<file path="src/rtl/dvi_timing_sequencer_if.sv">
// -----------------------------------------------------------------------------
// dvi_timing_sequencer_if
// Groups the pixel-source handshake and the video output bus of the DVI timing
// sequencer.
//
// Signals:
//   px_req  - pixel request to the source (sequencer -> source)
//   px_x    - requested column, 0 when px_req=0
//   px_y    - requested row, 0 when px_req=0
//   px_rgb  - source pixel, valid exactly one cycle after px_req (source -> sequencer)
//   de      - data enable to the TMDS encoders
//   hsync   - horizontal sync
//   vsync   - vertical sync
//   rgb     - pixel data to the encoders, 0 whenever de=0
//
// Modports:
//   master - the sequencer: drives requests and video, reads px_rgb
//   slave  - source/sink side: reads requests and video, drives px_rgb
// -----------------------------------------------------------------------------
interface dvi_timing_sequencer_if;
  logic        px_req;
  logic [9:0]  px_x;
  logic [9:0]  px_y;
  logic [23:0] px_rgb;
  logic        de;
  logic        hsync;
  logic        vsync;
  logic [23:0] rgb;

  modport master (
    output px_req, px_x, px_y, de, hsync, vsync, rgb,
    input  px_rgb
  );

  modport slave (
    input  px_req, px_x, px_y, de, hsync, vsync, rgb,
    output px_rgb
  );
endinterface

</file>
<file path="src/rtl/dvi_timing_sequencer.sv">
// -----------------------------------------------------------------------------
// dvi_timing_sequencer
// Generates DVI raster timing from a single pixel clock. A small FSM
// (IDLE/RUN/STOP) gates a horizontal/vertical position counter. The counter
// state requests pixels from a source and is decoded into de/hsync/vsync,
// which pass through a two-stage register pipeline so that video leaves the
// block two cycles after the counter state that produced it. The source's
// one-cycle-latency pixel is captured into the second stage.
//
// Ports:
//   clk         - pixel clock; the only clock
//   rst_n       - asynchronous active-low reset
//   enable      - request that video runs; dropping it finishes the frame
//   busy        - FSM not idle, or pipeline still holds de or an active sync
//   frame_start - one-cycle pulse while pixel (0,0) is being requested
//   frame_cnt   - number of completed frames (wraps at 16 bits)
//   vid         - pixel request / video output bus (master side)
// -----------------------------------------------------------------------------
module dvi_timing_sequencer #(
  parameter int H_ACTIVE = 640,
  parameter int H_FP     = 16,
  parameter int H_SYNC   = 96,
  parameter int H_BP     = 48,
  parameter int V_ACTIVE = 480,
  parameter int V_FP     = 10,
  parameter int V_SYNC   = 2,
  parameter int V_BP     = 33,
  parameter bit SYNC_POL = 1'b0
) (
  input  logic                     clk,
  input  logic                     rst_n,
  input  logic                     enable,
  output logic                     busy,
  output logic                     frame_start,
  output logic [15:0]              frame_cnt,
  dvi_timing_sequencer_if.master   vid
);

  localparam int H_TOTAL = H_ACTIVE + H_FP + H_SYNC + H_BP;
  localparam int V_TOTAL = V_ACTIVE + V_FP + V_SYNC + V_BP;

  localparam logic [9:0] H_LAST     = 10'(H_TOTAL - 1);
  localparam logic [9:0] V_LAST     = 10'(V_TOTAL - 1);
  localparam logic [9:0] H_VIS_END  = 10'(H_ACTIVE);
  localparam logic [9:0] V_VIS_END  = 10'(V_ACTIVE);
  localparam logic [9:0] H_SYNC_BEG = 10'(H_ACTIVE + H_FP);
  localparam logic [9:0] H_SYNC_END = 10'(H_ACTIVE + H_FP + H_SYNC);
  localparam logic [9:0] V_SYNC_BEG = 10'(V_ACTIVE + V_FP);
  localparam logic [9:0] V_SYNC_END = 10'(V_ACTIVE + V_FP + V_SYNC);

  typedef enum logic [1:0] {
    IDLE = 2'd0,
    RUN  = 2'd1,
    STOP = 2'd2
  } state_e;

  state_e      state_q, state_d;
  logic [9:0]  h_q, h_d;
  logic [9:0]  v_q, v_d;
  logic [15:0] frame_cnt_q, frame_cnt_d;

  // Stage 1: decoded from the counter state of the previous cycle.
  logic        de1_q, de1_d;
  logic        hs1_q, hs1_d;
  logic        vs1_q, vs1_d;
  // Stage 2: drives the outputs; rgb joins here because px_rgb arrives
  // one cycle after the request, i.e. alongside stage 1.
  logic        de2_q;
  logic        hs2_q;
  logic        vs2_q;
  logic [23:0] rgb_q, rgb_d;

  logic running;
  logic h_last;
  logic v_last;
  logic eof;
  logic visible;
  logic hs_win;
  logic vs_win;

  assign running = (state_q != IDLE);
  assign h_last  = (h_q == H_LAST);
  assign v_last  = (v_q == V_LAST);
  assign eof     = h_last && v_last;

  // All decodes are qualified by running: in IDLE the counter sits at (0,0),
  // which would otherwise look like a visible pixel.
  assign visible = running && (h_q < H_VIS_END) && (v_q < V_VIS_END);
  assign hs_win  = running && (h_q >= H_SYNC_BEG) && (h_q < H_SYNC_END);
  assign vs_win  = running && (v_q >= V_SYNC_BEG) && (v_q < V_SYNC_END);

  // Next state, position counter and frame counter.
  always_comb begin
    state_d     = state_q;
    h_d         = h_q;
    v_d         = v_q;
    frame_cnt_d = frame_cnt_q;

    case (state_q)
      IDLE: begin
        if (enable) state_d = RUN;
      end
      RUN: begin
        if (!enable) state_d = STOP;
      end
      STOP: begin
        // enable wins over the end-of-frame drop to IDLE.
        if (enable)   state_d = RUN;
        else if (eof) state_d = IDLE;
      end
      default: state_d = IDLE;
    endcase

    if (running) begin
      if (h_last) begin
        h_d = '0;
        v_d = v_last ? '0 : v_q + 10'd1;
      end else begin
        h_d = h_q + 10'd1;
      end
      if (eof) frame_cnt_d = frame_cnt_q + 16'd1;
    end else begin
      h_d = '0;
      v_d = '0;
    end
  end

  // Pipeline stage inputs.
  always_comb begin
    de1_d = visible;
    hs1_d = hs_win ? SYNC_POL : ~SYNC_POL;
    vs1_d = vs_win ? SYNC_POL : ~SYNC_POL;
    rgb_d = de1_q ? vid.px_rgb : 24'd0;
  end

  always_ff @(posedge clk or negedge rst_n) begin
    if (!rst_n) begin
      state_q     <= IDLE;
      h_q         <= '0;
      v_q         <= '0;
      frame_cnt_q <= '0;
      de1_q       <= 1'b0;
      hs1_q       <= ~SYNC_POL;
      vs1_q       <= ~SYNC_POL;
      de2_q       <= 1'b0;
      hs2_q       <= ~SYNC_POL;
      vs2_q       <= ~SYNC_POL;
      rgb_q       <= '0;
    end else begin
      state_q     <= state_d;
      h_q         <= h_d;
      v_q         <= v_d;
      frame_cnt_q <= frame_cnt_d;
      de1_q       <= de1_d;
      hs1_q       <= hs1_d;
      vs1_q       <= vs1_d;
      de2_q       <= de1_q;
      hs2_q       <= hs1_q;
      vs2_q       <= vs1_q;
      rgb_q       <= rgb_d;
    end
  end

  assign vid.px_req = visible;
  assign vid.px_x   = visible ? h_q : 10'd0;
  assign vid.px_y   = visible ? v_q : 10'd0;
  assign vid.de     = de2_q;
  assign vid.hsync  = hs2_q;
  assign vid.vsync  = vs2_q;
  assign vid.rgb    = rgb_q;

  assign frame_start = running && (h_q == 10'd0) && (v_q == 10'd0);
  assign frame_cnt   = frame_cnt_q;

  // Busy stays up until nothing meaningful is left in flight.
  assign busy = running
              | de1_q | (hs1_q == SYNC_POL) | (vs1_q == SYNC_POL)
              | de2_q | (hs2_q == SYNC_POL) | (vs2_q == SYNC_POL);

endmodule

</file>
<file path="src/flat_wrapper.sv">
// flat-port wrapper written by rule: the top's interface ports become plain ports
module dvi_timing_sequencer_flat 
#(
  parameter int H_ACTIVE = 640,
  parameter int H_FP     = 16,
  parameter int H_SYNC   = 96,
  parameter int H_BP     = 48,
  parameter int V_ACTIVE = 480,
  parameter int V_FP     = 10,
  parameter int V_SYNC   = 2,
  parameter int V_BP     = 33,
  parameter bit SYNC_POL = 1'b0
)
  (clk, rst_n, enable, busy, frame_start, frame_cnt, vid_px_req, vid_px_x, vid_px_y, vid_de, vid_hsync, vid_vsync, vid_rgb, vid_px_rgb);
  dvi_timing_sequencer_if vid_i ();
  input  logic clk;
  input  logic rst_n;
  input  logic enable;
  output logic busy;
  output logic frame_start;
  output logic [15:0] frame_cnt;
  output wire logic [$bits(vid_i.px_req)-1:0] vid_px_req;
  output wire logic [$bits(vid_i.px_x)-1:0] vid_px_x;
  output wire logic [$bits(vid_i.px_y)-1:0] vid_px_y;
  output wire logic [$bits(vid_i.de)-1:0] vid_de;
  output wire logic [$bits(vid_i.hsync)-1:0] vid_hsync;
  output wire logic [$bits(vid_i.vsync)-1:0] vid_vsync;
  output wire logic [$bits(vid_i.rgb)-1:0] vid_rgb;
  input wire logic [$bits(vid_i.px_rgb)-1:0] vid_px_rgb;
  assign vid_px_req = vid_i.px_req;
  assign vid_px_x = vid_i.px_x;
  assign vid_px_y = vid_i.px_y;
  assign vid_de = vid_i.de;
  assign vid_hsync = vid_i.hsync;
  assign vid_vsync = vid_i.vsync;
  assign vid_rgb = vid_i.rgb;
  assign vid_i.px_rgb = vid_px_rgb;
  dvi_timing_sequencer #(.H_ACTIVE(H_ACTIVE), .H_FP(H_FP), .H_SYNC(H_SYNC), .H_BP(H_BP), .V_ACTIVE(V_ACTIVE), .V_FP(V_FP), .V_SYNC(V_SYNC), .V_BP(V_BP), .SYNC_POL(SYNC_POL)) u_core (.clk(clk), .rst_n(rst_n), .enable(enable), .busy(busy), .frame_start(frame_start), .frame_cnt(frame_cnt), .vid(vid_i));
endmodule
</file>
<file path="config.mk">
export PLATFORM = sky130hd
export DESIGN_NAME = dvi_timing_sequencer_flat
export DESIGN_NICKNAME = d
export VERILOG_FILES = /design/src/rtl/dvi_timing_sequencer_if.sv /design/src/rtl/dvi_timing_sequencer.sv /design/src/flat_wrapper.sv
export SDC_FILE = /design/constraint.sdc
export NUM_CORES = 1
export LEC_CHECK = 0
export ABC_AREA = 1
export BUFFER_PORTS_ARGS = -buffer_cell sky130_fd_sc_hd__buf_2
export CAP_MARGIN = 20
export CORE_ASPECT_RATIO = 2
export CORE_MARGIN = 2
export CORE_UTILIZATION = 40
export CTS_BUF_LIST = sky130_fd_sc_hd__clkbuf_8
export CTS_CLUSTER_DIAMETER = 200
export DETAILED_ROUTE_END_ITERATION = 10
export GPL_TIMING_DRIVEN = 0
export PLACE_DENSITY_LB_ADDON = 0.1
export SYNTH_ARGS = -nofsm -noshare
export SYNTH_HDL_FRONTEND = slang
export SYNTH_SLANG_ARGS = --single-unit
</file>
<file path="constraint.sdc">
create_clock -name clk -period 1.9 [get_ports clk]
set_input_delay 0.095 -clock clk [delete_from_list [all_inputs] [get_ports clk]]
set_output_delay 0.095 -clock clk [all_outputs]
set_load 0.005 [all_outputs]
</file>
# Word-level counts from Yosys, hierarchy flattened
# Cells that the tools add are included.
# classes
order_cmp	6
n_mux	15
add_sub_neg	3
eq_ne	8
n_shift	0
multipliers	0
div	0
bitwise	10
reduce_logical	15
# ops
op	count
$mux 10	7
$mux 24	1
$add 10x1->10 const B	2
$eq 10x10->1 const B	2
$logic_not 10->1	2
$lt 10x10->1 const B	2
$lt 10x9->1 const B	2
$add 16x1->16 const B	1
$ge 10x10->1 const B	1
$ge 10x9->1 const B	1
$logic_and 1x1->1	9
$mux 2	4
$ne 2x2->1 const B	3
$or 1x1->1	6
$pmux 2 s3	1
$not 1->1	4
$ne 3x2->1 const B	1
$reduce_and 3->1	1
$eq 2x1->1 const B	1
$eq 2x2->1 const B	1
$logic_not 2->1	1
$mux 1	2
$reduce_and 2->1	1
$reduce_bool 2->1	1
# totals
mem_bits_ro	0
reg_bits	68
word_cells	68
input_bits	27
latchBits	0
mem_count	0
ramBits	0
output_inout_bits	66

# Depth between registers and ports, before layout
# Gate-level depths: netlist of run 1.
# depth
word_depth	7
mapped_depth	10
mapped_depth_nobuf	10

# Worst setup path before layout of run 1
# Ideal clock, no wire load.
# synth_timing
path_type	reg-to-reg
startpoint	register u_core.v_q[0]
endpoint	register u_core.frame_cnt_q[3] (netlist: u_core.frame_cnt[3])
period_less_slack_ns	1.508
t_arrival_ns	1.391
path_buffers	1
required_time_ns	1.783
setup_ns	0.117
stages_incl_launch_ff	9
slack_ns	0.392
cell_sequence	dfrtp_1 inv_1 ha_1 nand3_2 nor3_4 nand3_4 buf_6 nand2_1 nand2_1
# synth_between
elab_chain_len	3
# synth_lines
element	line	rtl
start: declaration	dvi_timing_sequencer.sv:59	logic [9:0] v_q, v_d;
start signal: assignment	dvi_timing_sequencer.sv:152	v_q <= v_d;
$eq 10x10->1	dvi_timing_sequencer.sv:83	assign v_last = (v_q == V_LAST);
$logic_and 1x1->1	dvi_timing_sequencer.sv:84	assign eof = h_last && v_last;
$reduce_and 2->1 (no line)	-	
end signal: assignment	dvi_timing_sequencer.sv:153	frame_cnt_q <= frame_cnt_d;
end: declaration	dvi_timing_sequencer.sv:60	logic [15:0] frame_cnt_q, frame_cnt_d;
# Every way passes these cells.
# A chain may end at the register's enable or synchronous reset.

# Final worst setup path of run 1
# layout_timing
startpoint	register u_core.h_q[8]
endpoint	output port vid_px_x[4]
# layout_between
elab_chain_len	4
# layout_lines
element	line	rtl
start: declaration	dvi_timing_sequencer.sv:58	logic [9:0] h_q, h_d;
start signal: assignment	dvi_timing_sequencer.sv:139	h_q <= '0;
start signal: assignment	dvi_timing_sequencer.sv:151	h_q <= h_d;
$lt 10x10->1	dvi_timing_sequencer.sv:88	assign visible = running && (h_q < H_VIS_END) && (v_q < V_VIS_END);
$logic_and 1x1->1 (2 in a row)	dvi_timing_sequencer.sv:88	
$mux 10	dvi_timing_sequencer.sv:165	assign vid.px_x = visible ? h_q : 10'd0;
end: declaration	flat_wrapper.sv:23	output wire logic [$bits(vid_i.px_x)-1:0] vid_px_x;
# Every way passes these cells.

==> impl_metrics.py, run 1 <==
metrics = {
    "run": {
        "drv_cap": 0,
    },
    "final_layout": {
        "fin_cells": 696,
        "multi_input_area_um2": 1476,
        "fillers": 870,
        "num-nets-final": 623,
        "area_growth_pct": 30.26,
        "utilization_pct": 53.31,
        "seqCellArea_um2": 1707,
        "diodes": 0,
        "layout-drive-gt1-share_pct": 24.33,
    },
    "setup_path": {
        "path_cells": "nand2_2 > inv_1 > nor3_1 > nand3_1 > buf_4 > nor2_1 > buf_2",
        "critPathRequiredTime_ns": 1.80,
        "path_delay_family": "simple AND/OR/NAND/NOR gates",
        "end_kind": "output pin",
        "start_kind": "register",
        "critPathArrivalTime_ns": 1.70,
        "critPathBufInv": 3,
        "cp_max_fo": 10,
        "max_stage_delay_ns": 0.43,
        "crit_type": "reg -> out",
        "reg2reg_depth": 9,
        "cpMaxStageDelayCell": "dfrtp_1",
        "path_depth": 7,
    },
    "routing": {
        "vias_per_cell": 4.816,
        "routed_wl_mm": 9.444,
        "vias": 3352,
        "drc_errors": 0,
        "drtAntennaViolNets": 0,
        "drtIter0Drc": 206,
        "wire_per_inst_um": 13.57,
        "drtPass1Iterations": 4,
    },
    "floorplan": {
        "core.rowCount": 48,
        "start_util_pct": 40.92,
        "die_w_um": 70.28,
        "fp.dieH_um": 136.6,
        "core_um2": 8588,
        "dieArea_um2": 9597,
        "io_pins": 93,
    },
    "logic_synthesis": {
        "syn_inst": 459,
        "seq_area_frac_synth_pct": 48.56,
        "synth_area_um2": 3515,
        "synth_edf_count": 0,
        "yosysTopAreaCellShare_pct": 45.57,
        "netlist_top_cells_count": "142 x nand2_1, 68 x inv_1, 64 x dfrtp_1",
        "synth_most_common_cell": "nand2_1",
        "ys_ff_latch": 68,
        "synth_flop_cell": "dfrtp_1",
        "synth_top_area_cell": "dfrtp_1",
        "synth_fp_nets": 491,
        "yosys_warnings": 0,
        "synth_area_per_cell_um2": 7.657,
        "async_reset_ff_share_pct": 100.0,
        "synth.area.top_cells": "dfrtp_1 46%, nand2_1 15%, inv_1 7.3%",
        "synth_cell_types": 29,
    },
    "power": {
        "internal-power_mw": 2.158,
        "combPwrFrac_pct": 12.4,
        "swShare_pct": 28.75,
        "power_leakage_nw": 2.481,
        "p_clk_share_pct": 36.4,
        "power.density_nw_per_um2": 661.5,
        "p_switching_mw": 0.8707,
        "ir_worst_vdd_mv": 0.4339,
        "p_seq_share_pct": 51.1,
        "finalPower_mw": 3.028,
    },
    "place": {
        "placed_cells": 650,
        "pre_cts_ws_ns": 0.08531,
        "io_buffers": 91,
        "hpwl_mm": 6.817,
        "routabilityCongestion": 0.8401,
    },
    "clocking": {
        "numCtsBuffers": 9,
        "cts-root-buf": "clkbuf_8",
        "clock_latency_ns": 0.35,
        "clk_path_buf_depth": 2,
        "tritoncts": "done",
        "cts-htree-levels": 3,
        "clock_sinks": 68,
        "clk_pin_slew_ns": 0.08,
    },
    "global_route": {
        "grt_pass1_vias": 3204,
        "track_usage_pct": 19.81,
        "grt_pass1_wl_mm": 14.84,
        "grt_max_degree": 69,
        "overflow": 0,
        "antenna_found_initial": 0,
    },
    "timing": {
        "setup_viol": 0,
        "period_share_pct": 94.55,
        "drv_slew": 0,
        "tightestPinTransition_ns": 0.8824,
        "setup_ws_ns": 0.1036,
        "fmax_ghz": 0.5567,
        "hold_violations": 0,
        "setup_tns_ns": 0,
        "relSlewSlack_pct": 41.17,
        "min_period_ns": 1.796,
        "skew_ns": 0.005074,
    },
    "min_path": {
        "hp-class": "in -> async",
    },
    "outcome": {
        "status": "finished, final reports clean",
    },
}
-- path summary, 6_finish.rpt --
check                              startpoint              endpoint  slack, ns
worst min register to register   u_core.hs1_q      u_core.vid.hsync       0.37
worst max-delay path            u_core.h_q[8]           vid_px_x[4]       0.10
max in group asynchronous               rst_n         u_core.h_q[2]       0.92
worst min-delay path                    rst_n  u_core.frame_cnt[14]       0.37
worst max register to register  u_core.h_q[0]   u_core.frame_cnt[0]       0.14
min in group clk                 u_core.hs1_q      u_core.vid.hsync       0.37
-- kinds of logic after synthesis --
family	after synthesis	synth area share [%]
other	1	0.1067
AO/OA/AOI/OAI	20	2.955
AND/OR/NAND/NOR	274	34.71
buffers and inverters	82	9.647
adder cells (fa/ha/maj)	5	1.780
flip-flops	68	48.56
XOR/XNOR	9	2.243
-- final cells by class --
| type | count | area share, % |
|---|---|---|
| multi-input cells | 309 | 32.25 |
| repair buffers | 121 | 16.34 |
| clock buffers | 9 | 2.706 |
| flip-flops and latches | 68 | 37.28 |
| plain buffers | 13 | 1.913 |
| clock inverters | 7 | 1.121 |
| inverters | 69 | 5.657 |
| well taps | 100 | 2.733 |
-- worst reg2reg max path: stages (launching register included) --
cell,delay (ns)
dfrtp_1,0.44
ha_1,0.23
nand2_2,0.09
nor2_4,0.12
nand3_2,0.11
nor2_4,0.19
nand3_4,0.16
buf_6,0.19
nand2_1,0.07
nand2_1,0.05
-- power groups by stage --
stage,Combinational (mW),Clock (mW),Sequential [mW]
after global routing,0.428,1.19,1.56
after detailed placement,0.329,0,1.58
after CTS,0.376,1.13,1.55
final,0.377,1.10,1.55
after global placement,0.324,0,1.58
after floorplan,0.154,0,1.58
-- through the flow --
stage	area (µm²)	hold WS, ns
finish	4578	0.3673
global route	4578	0.3722
CTS	4538	0.3681
detailed placement	4098	0.2475
global placement	4095	0.2811
floorplan	3515	-0.2006
-- sequential cells by signal, indices dropped and copies added, names as in the netlist, 2 cells and up --
signal,count
u_core.frame_cnt,16
u_core.h_q,10
u_core.state_q,2
u_core.v_q,10
u_core.vid.rgb,24
-- metal layers --
layer | GRT usage [%] | wire, µm
met5 | 0 | 0
met4 | 10.79 | 328
met3 | 3.903 | 369
met2 | 37.32 | 5268
met1 | 19.91 | 3478
-- placed cells by master, fill, tap and decap left out, types with 2 or more instances in the layout --
cell type / instances
a21oi_1: 3
buf_2: 94
buf_4: 8
buf_6: 3
clkbuf_1: 3
clkbuf_8: 9
clkinv_2: 2
clkinvlp_4: 2
dfrtp_1: 64
dfstp_2: 4
dlygate4sd3_1: 26
ha_1: 4
inv_1: 66
inv_2: 3
inv_6: 2
nand2_1: 141
nand2_2: 4
nand3_1: 29
nand3_2: 2
nand4_1: 18
nor2_1: 61
nor2_2: 2
nor2_4: 6
nor3_1: 6
nor4_1: 2
o21ai_0: 15
xnor2_1: 6
xor2_1: 3
-- what timing repair did --
action | CTS | global route
gates resized for setup | 3 | 10
endpoints found under the hold margin | 89 | 0
setup endpoints to repair | 22 | 31
buffers inserted | 0 | 4
hold buffers | 26 | 0
pin swaps | 1 | 4
No activity file was read; power rests on OpenSTA's default activity.
==> inputs of run 2 (changes only) <==
CORE_MARGIN = 8   (was 2)
==> impl_metrics.py, run 2 (synthesis gave the netlist of run 1 again) <==
metrics = {
    "floorplan": {
        "die_w_um": 82.28,
        "io_pins": 93,
        "core_um2": 8588,
        "dieArea_um2": 12220,
        "start_util_pct": 40.92,
        "fp.dieH_um": 148.6,
        "core.rowCount": 48,
    },
    "global_route": {
        "grt_pass1_wl_mm": 15.93,
        "grt_max_degree": 69,
        "track_usage_pct": 17.00,
        "antenna_found_initial": 0,
        "overflow": 0,
        "grt_pass1_vias": 3410,
    },
    "final_layout": {
        "layout_common_cells": "141 x nand2_1, 95 x buf_2, 67 x inv_1, 63 x dfrtp_1, 61 x nor2_1",
        "fin_cells": 696,
        "diodes": 0,
        "mostFrequentLayoutCell": "nand2_1",
        "largest_register_ff_count": 24,
        "num-nets-final": 623,
        "multi_input_area_um2": 1488,
        "area_growth_pct": 30.58,
        "seqCellArea_um2": 1708,
        "fillers": 850,
        "layout-drive-gt1-share_pct": 24.66,
    },
    "place": {
        "io_buffers": 91,
        "hpwl_mm": 7.328,
        "routabilityCongestion": 0.9041,
        "placed_cells": 650,
    },
    "clocking": {
        "clk_pin_slew_ns": 0.08,
        "cts-htree-levels": 3,
        "numCtsBuffers": 9,
        "clk_path_buf_depth": 2,
        "cts-root-buf": "clkbuf_8",
        "tritoncts": "done",
        "clock_latency_ns": 0.35,
        "clock_sinks": 68,
    },
    "setup_path": {
        "cp_max_fo": 7,
        "max_stage_delay_ns": 0.44,
        "critPathArrivalTime_ns": 1.77,
        "worstReg2RegStart": "u_core.h_q[1]",
        "crit_type": "reg -> out",
        "start_kind": "register",
        "path_cells": "nor2_4 > inv_1 > nand4_1 > nor4_2 > buf_2",
        "cpMaxStageDelayCell": "dfrtp_1",
        "end_kind": "output pin",
        "startpoint": "u_core.state_q[1]",
        "critPathRequiredTime_ns": 1.80,
    },
    "routing": {
        "vias_per_cell": 4.757,
        "routed_wl_mm": 9.968,
        "drtPass1Iterations": 4,
        "drtIter0Drc": 154,
        "wire_per_inst_um": 14.32,
        "drc_errors": 0,
        "vias": 3311,
        "drtAntennaViolNets": 0,
    },
    "power": {
        "ir_worst_vdd_mv": 0.4161,
        "power_leakage_nw": 2.487,
        "power.density_nw_per_um2": 661.6,
        "finalPower_mw": 3.036,
    },
    "timing": {
        "tightestPinTransition_ns": 0.8997,
        "drv_slew": 0,
        "rsz0062_at_grt": "yes",
        "skew_ns": 0.009271,
        "min_period_ns": 1.862,
        "setup_viol": 0,
        "relSlewSlack_pct": 40.02,
        "fmax_ghz": 0.5371,
        "fin_hold_ws_ns": 0.3692,
        "period_share_pct": 97.99,
        "hold_violations": 0,
    },
    "run": {
        "drv_cap": 0,
    },
    "min_path": {
        "hp-start": "u_core.vs1_q",
        "hp-class": "reg -> reg",
    },
    "outcome": {
        "status": "finished, final reports clean",
    },
}
## run 2: path summary, 6_finish.rpt
| check | endpoint | slack [ns] | cells past startpoint |
|---|---|---|---|
| max | frame_start | 0.04 | 5 |
| min reg2reg | u_core.vid.vsync | 0.37 | 0 |
| max reg2reg | u_core.frame_cnt[0] | 0.17 | 9 |
| min in group asynchronous | u_core.frame_cnt[8] | 0.40 | 2 |
| min | u_core.vid.vsync | 0.37 | 0 |
| max in group asynchronous | u_core.h_q[0] | 0.84 | 2 |
## run 2: power breakdown
| part | internal, mW | switching, mW |
|---|---|---|
| logic | 0.168 | 0.218 |
| clock network | 0.480 | 0.621 |
| registers | 1.51 | 0.0377 |
## run 2: layer usage
metal | part of all wire, % | global-route usage (%) | up-vias
met3 | 4.4 | 3.446 | 28
met2 | 56 | 31.30 | 73
met1 | 36 | 16.02 | 1533
met4 | 4.0 | 10.27 | 0
li1 | - | - | 1677
met5 | 0 | 0 | -
## run 2: final cells by class
type | count | share of cell area [%]
clock buffers | 9 | 2.699
flip-flops and latches | 68 | 37.21
well taps | 100 | 2.726
multi-input cells | 309 | 32.42
clock inverters | 7 | 1.145
repair buffers | 121 | 16.30
plain buffers | 13 | 1.854
inverters | 69 | 5.643
## run 2: critical path, delay by kind of cell (launching register included)
kind | cells | cell delay, ns
flops | 1 | 0.44
buf+inv | 2 | 0.39
simple gates | 3 | 0.58
## run 2: stage by stage
stage | TNS (ns) | cell area [µm²] | worst slack (ns) | utilization (%)
6_report | 0 | 4589 | 0.03815 | 53.44
5_1_grt | -0.05089 | 4589 | -0.02811 | 53.44
4_1_cts | 0 | 4549 | 0.005064 | 52.97
3_5_place_dp | 0 | 4098 | 0.1118 | 47.71
3_3_place_gp | 0 | 4095 | 0.1123 | 47.68
2_1_floorplan | 0 | 3515 | 0.3925 | -
## run 2: repair_timing
item	in CTS	in global routing
hold endpoints to repair	89	0
endpoints found under the setup margin	21	23
hold buffers	26	0
gates resized for setup	5	8
pin swaps	1	2
buffers inserted	1	3
==> inputs of run 3 (changes only) <==
CORE_MARGIN = default   (was 8)
==> impl_metrics.py, run 3 (synthesis gave the netlist of run 1 again) <==
metrics = {
    "routing": {
        "drtAntennaViolNets": 0,
        "drc_errors": 0,
        "routed_wl_mm": 9.259,
        "wire_per_inst_um": 13.32,
        "vias": 3306,
        "drtIter0Drc": 195,
        "drtPass1Iterations": 4,
        "vias_per_cell": 4.757,
    },
    "clocking": {
        "clk_pin_slew_ns": 0.08,
        "tritoncts": "done",
        "numCtsBuffers": 9,
        "cts-htree-levels": 3,
        "clk_path_buf_depth": 2,
        "clock_sinks": 68,
        "clock_latency_ns": 0.35,
        "cts-root-buf": "clkbuf_8",
    },
    "setup_path": {
        "worstReg2RegStart": "u_core.h_q[0]",
        "startpoint": "u_core.h_q[9]",
        "path_depth": 7,
        "endpoint": "vid_px_x[4]",
        "path_cells": "nand2_2 > inv_1 > nor3_1 > nand3_1 > buf_2 > nor2_1 > buf_2",
        "critPathRequiredTime_ns": 1.80,
        "path_delay_family": "simple AND/OR/NAND/NOR gates",
        "end_kind": "output pin",
        "cpMaxStageDelayCell": "dfrtp_1",
        "start_kind": "register",
        "reg2reg_slack_ns": 0.13,
        "cp_max_fo": 10,
        "max_stage_delay_ns": 0.42,
        "critPathBufInv": 3,
        "cpMostUsedCell": "buf_2",
        "critPathArrivalTime_ns": 1.68,
        "reg2reg_depth": 9,
        "crit_type": "reg -> out",
        "r2r_end": "u_core.frame_cnt[0]",
    },
    "power": {
        "combPwrFrac_pct": 12.8,
        "swShare_pct": 28.33,
        "p_seq_share_pct": 51.4,
        "p_switching_mw": 0.8536,
        "power_leakage_nw": 2.478,
        "p_clk_share_pct": 35.8,
        "power.density_nw_per_um2": 658.0,
        "internal-power_mw": 2.160,
        "ir_worst_vdd_mv": 0.4077,
    },
    "run": {
        "drv_cap": 0,
    },
    "timing": {
        "hold_violations": 0,
        "setup_viol": 0,
        "fmax_ghz": 0.5637,
        "drv_slew": 0,
        "period_share_pct": 93.37,
        "relSlewSlack_pct": 41.23,
        "skew_ns": 0.009365,
        "min_period_ns": 1.774,
        "tightestPinTransition_ns": 0.8816,
        "setup_tns_ns": 0,
    },
    "min_path": {
        "hold_path_depth": 0,
        "hp-class": "reg -> reg",
    },
    "place": {
        "routabilityCongestion": 0.8806,
        "io_buffers": 91,
        "hpwl_mm": 6.751,
        "placed_cells": 650,
    },
    "floorplan": {
        "core.rowCount": 48,
        "fp.dieH_um": 134.6,
        "die_w_um": 68.28,
        "io_pins": 93,
        "dieArea_um2": 9188,
        "core_um2": 8588,
        "start_util_pct": 40.92,
    },
    "final_layout": {
        "fin_cells": 695,
        "layout-drive-gt1-share_pct": 24.71,
        "num-nets-final": 622,
        "mostFrequentLayoutCell": "nand2_1",
        "fillers": 876,
        "largest_register_ff_count": 24,
        "utilization_pct": 53.32,
        "area_growth_pct": 30.30,
        "layout_common_cells": "141 x nand2_1, 94 x buf_2, 65 x inv_1, 64 x dfrtp_1, 60 x nor2_1",
        "diodes": 0,
    },
    "global_route": {
        "track_usage_pct": 21.76,
        "overflow": 0,
        "grt_pass1_wl_mm": 14.89,
        "antenna_found_initial": 0,
        "grt_max_degree": 69,
        "grt_pass1_vias": 3299,
    },
    "outcome": {
        "status": "finished, final reports clean",
    },
}
## run 3: cell count changes in the layout (fill, tap and decap cells not counted), sizes merged
cell	delta
clkinv	-1
clkbuf	+1
clkinvlp	+1
buf	-2
## run 3: worst min-delay path by stage
stage                   startpoint                   end  slack [ns]
floorplan                    rst_n          u_core.de1_q       -0.20
global placement    vid_px_rgb[20]    u_core.vid.rgb[20]        0.28
detailed placement           rst_n  u_core.frame_cnt[14]        0.27
CTS                   u_core.hs1_q      u_core.vid.hsync        0.37
global route          u_core.hs1_q      u_core.vid.hsync        0.37
finish                u_core.hs1_q      u_core.vid.hsync        0.36
## run 3: repair_timing
| action | CTS | global route |
|---|---|---|
| gates cloned | 0 | 0 |
| hold buffers | 26 | 0 |
| endpoints found under the setup margin | 21 | 23 |
| pin swaps | 0 | 2 |
| gates resized for setup | 6 | 9 |
| endpoints found under the hold margin | 89 | 0 |
| buffers inserted | 0 | 3 |
## run 3: per-stage QoR
stage          worst slack, ns  hold WS (ns)  cell area, µm²  total power [mW]
6_report                0.1259        0.3641            4579             3.013
5_1_grt              -0.002564        0.3685            4579             3.168
4_1_cts               0.008510        0.3658            4547             3.041
3_5_place_dp            0.1138        0.2745            4098             1.908
3_3_place_gp            0.1401        0.2826            4095             1.899
2_1_floorplan           0.3925       -0.2006            3515             1.734
## run 3: worst register-to-register path: stages, from the launching register on
cell and delay [ns]:
dfrtp_1 0.43, ha_1 0.23, nand2_2 0.09, nor2_4 0.13, nand3_2 0.10, nor2_4 0.22, nand3_4 0.17, buf_6 0.19
nand2_1 0.06, nand2_1 0.05
## run 3: per-layer routing
| metal | wire length [µm] | GRT usage (%) | vias up |
|---|---|---|---|
| met5 | 0 | 0 | - |
| met4 | 602 | 16.09 | 0 |
| met3 | 320 | 4.223 | 45 |
| met2 | 4939 | 37.47 | 97 |
| met1 | 3397 | 21.91 | 1483 |
| li1 | - | - | 1681 |
## run 3: cell type report
cell class / count / area (µm²) / area share, %
Inverter: 69 / 259.0 / 5.656
Clock buffer: 9 / 123.9 / 2.705
Buffer: 13 / 87.58 / 1.913
Multi-Input combinational cell: 309 / 1485 / 32.43
Timing Repair Buffer: 120 / 740.7 / 16.17
Tap cell: 100 / 125.1 / 2.732
Clock inverter: 7 / 51.30 / 1.120
Sequential cell: 68 / 1707 / 37.27
## run 3: power by group through the flow
stage          logic [mW]  registers, mW  clock network, mW
2_1_floorplan       0.154           1.58                  0
3_5_place_dp        0.330           1.58                  0
6_report            0.386           1.55               1.08
5_1_grt             0.440           1.56               1.17
3_3_place_gp        0.322           1.58                  0
4_1_cts             0.379           1.55               1.11
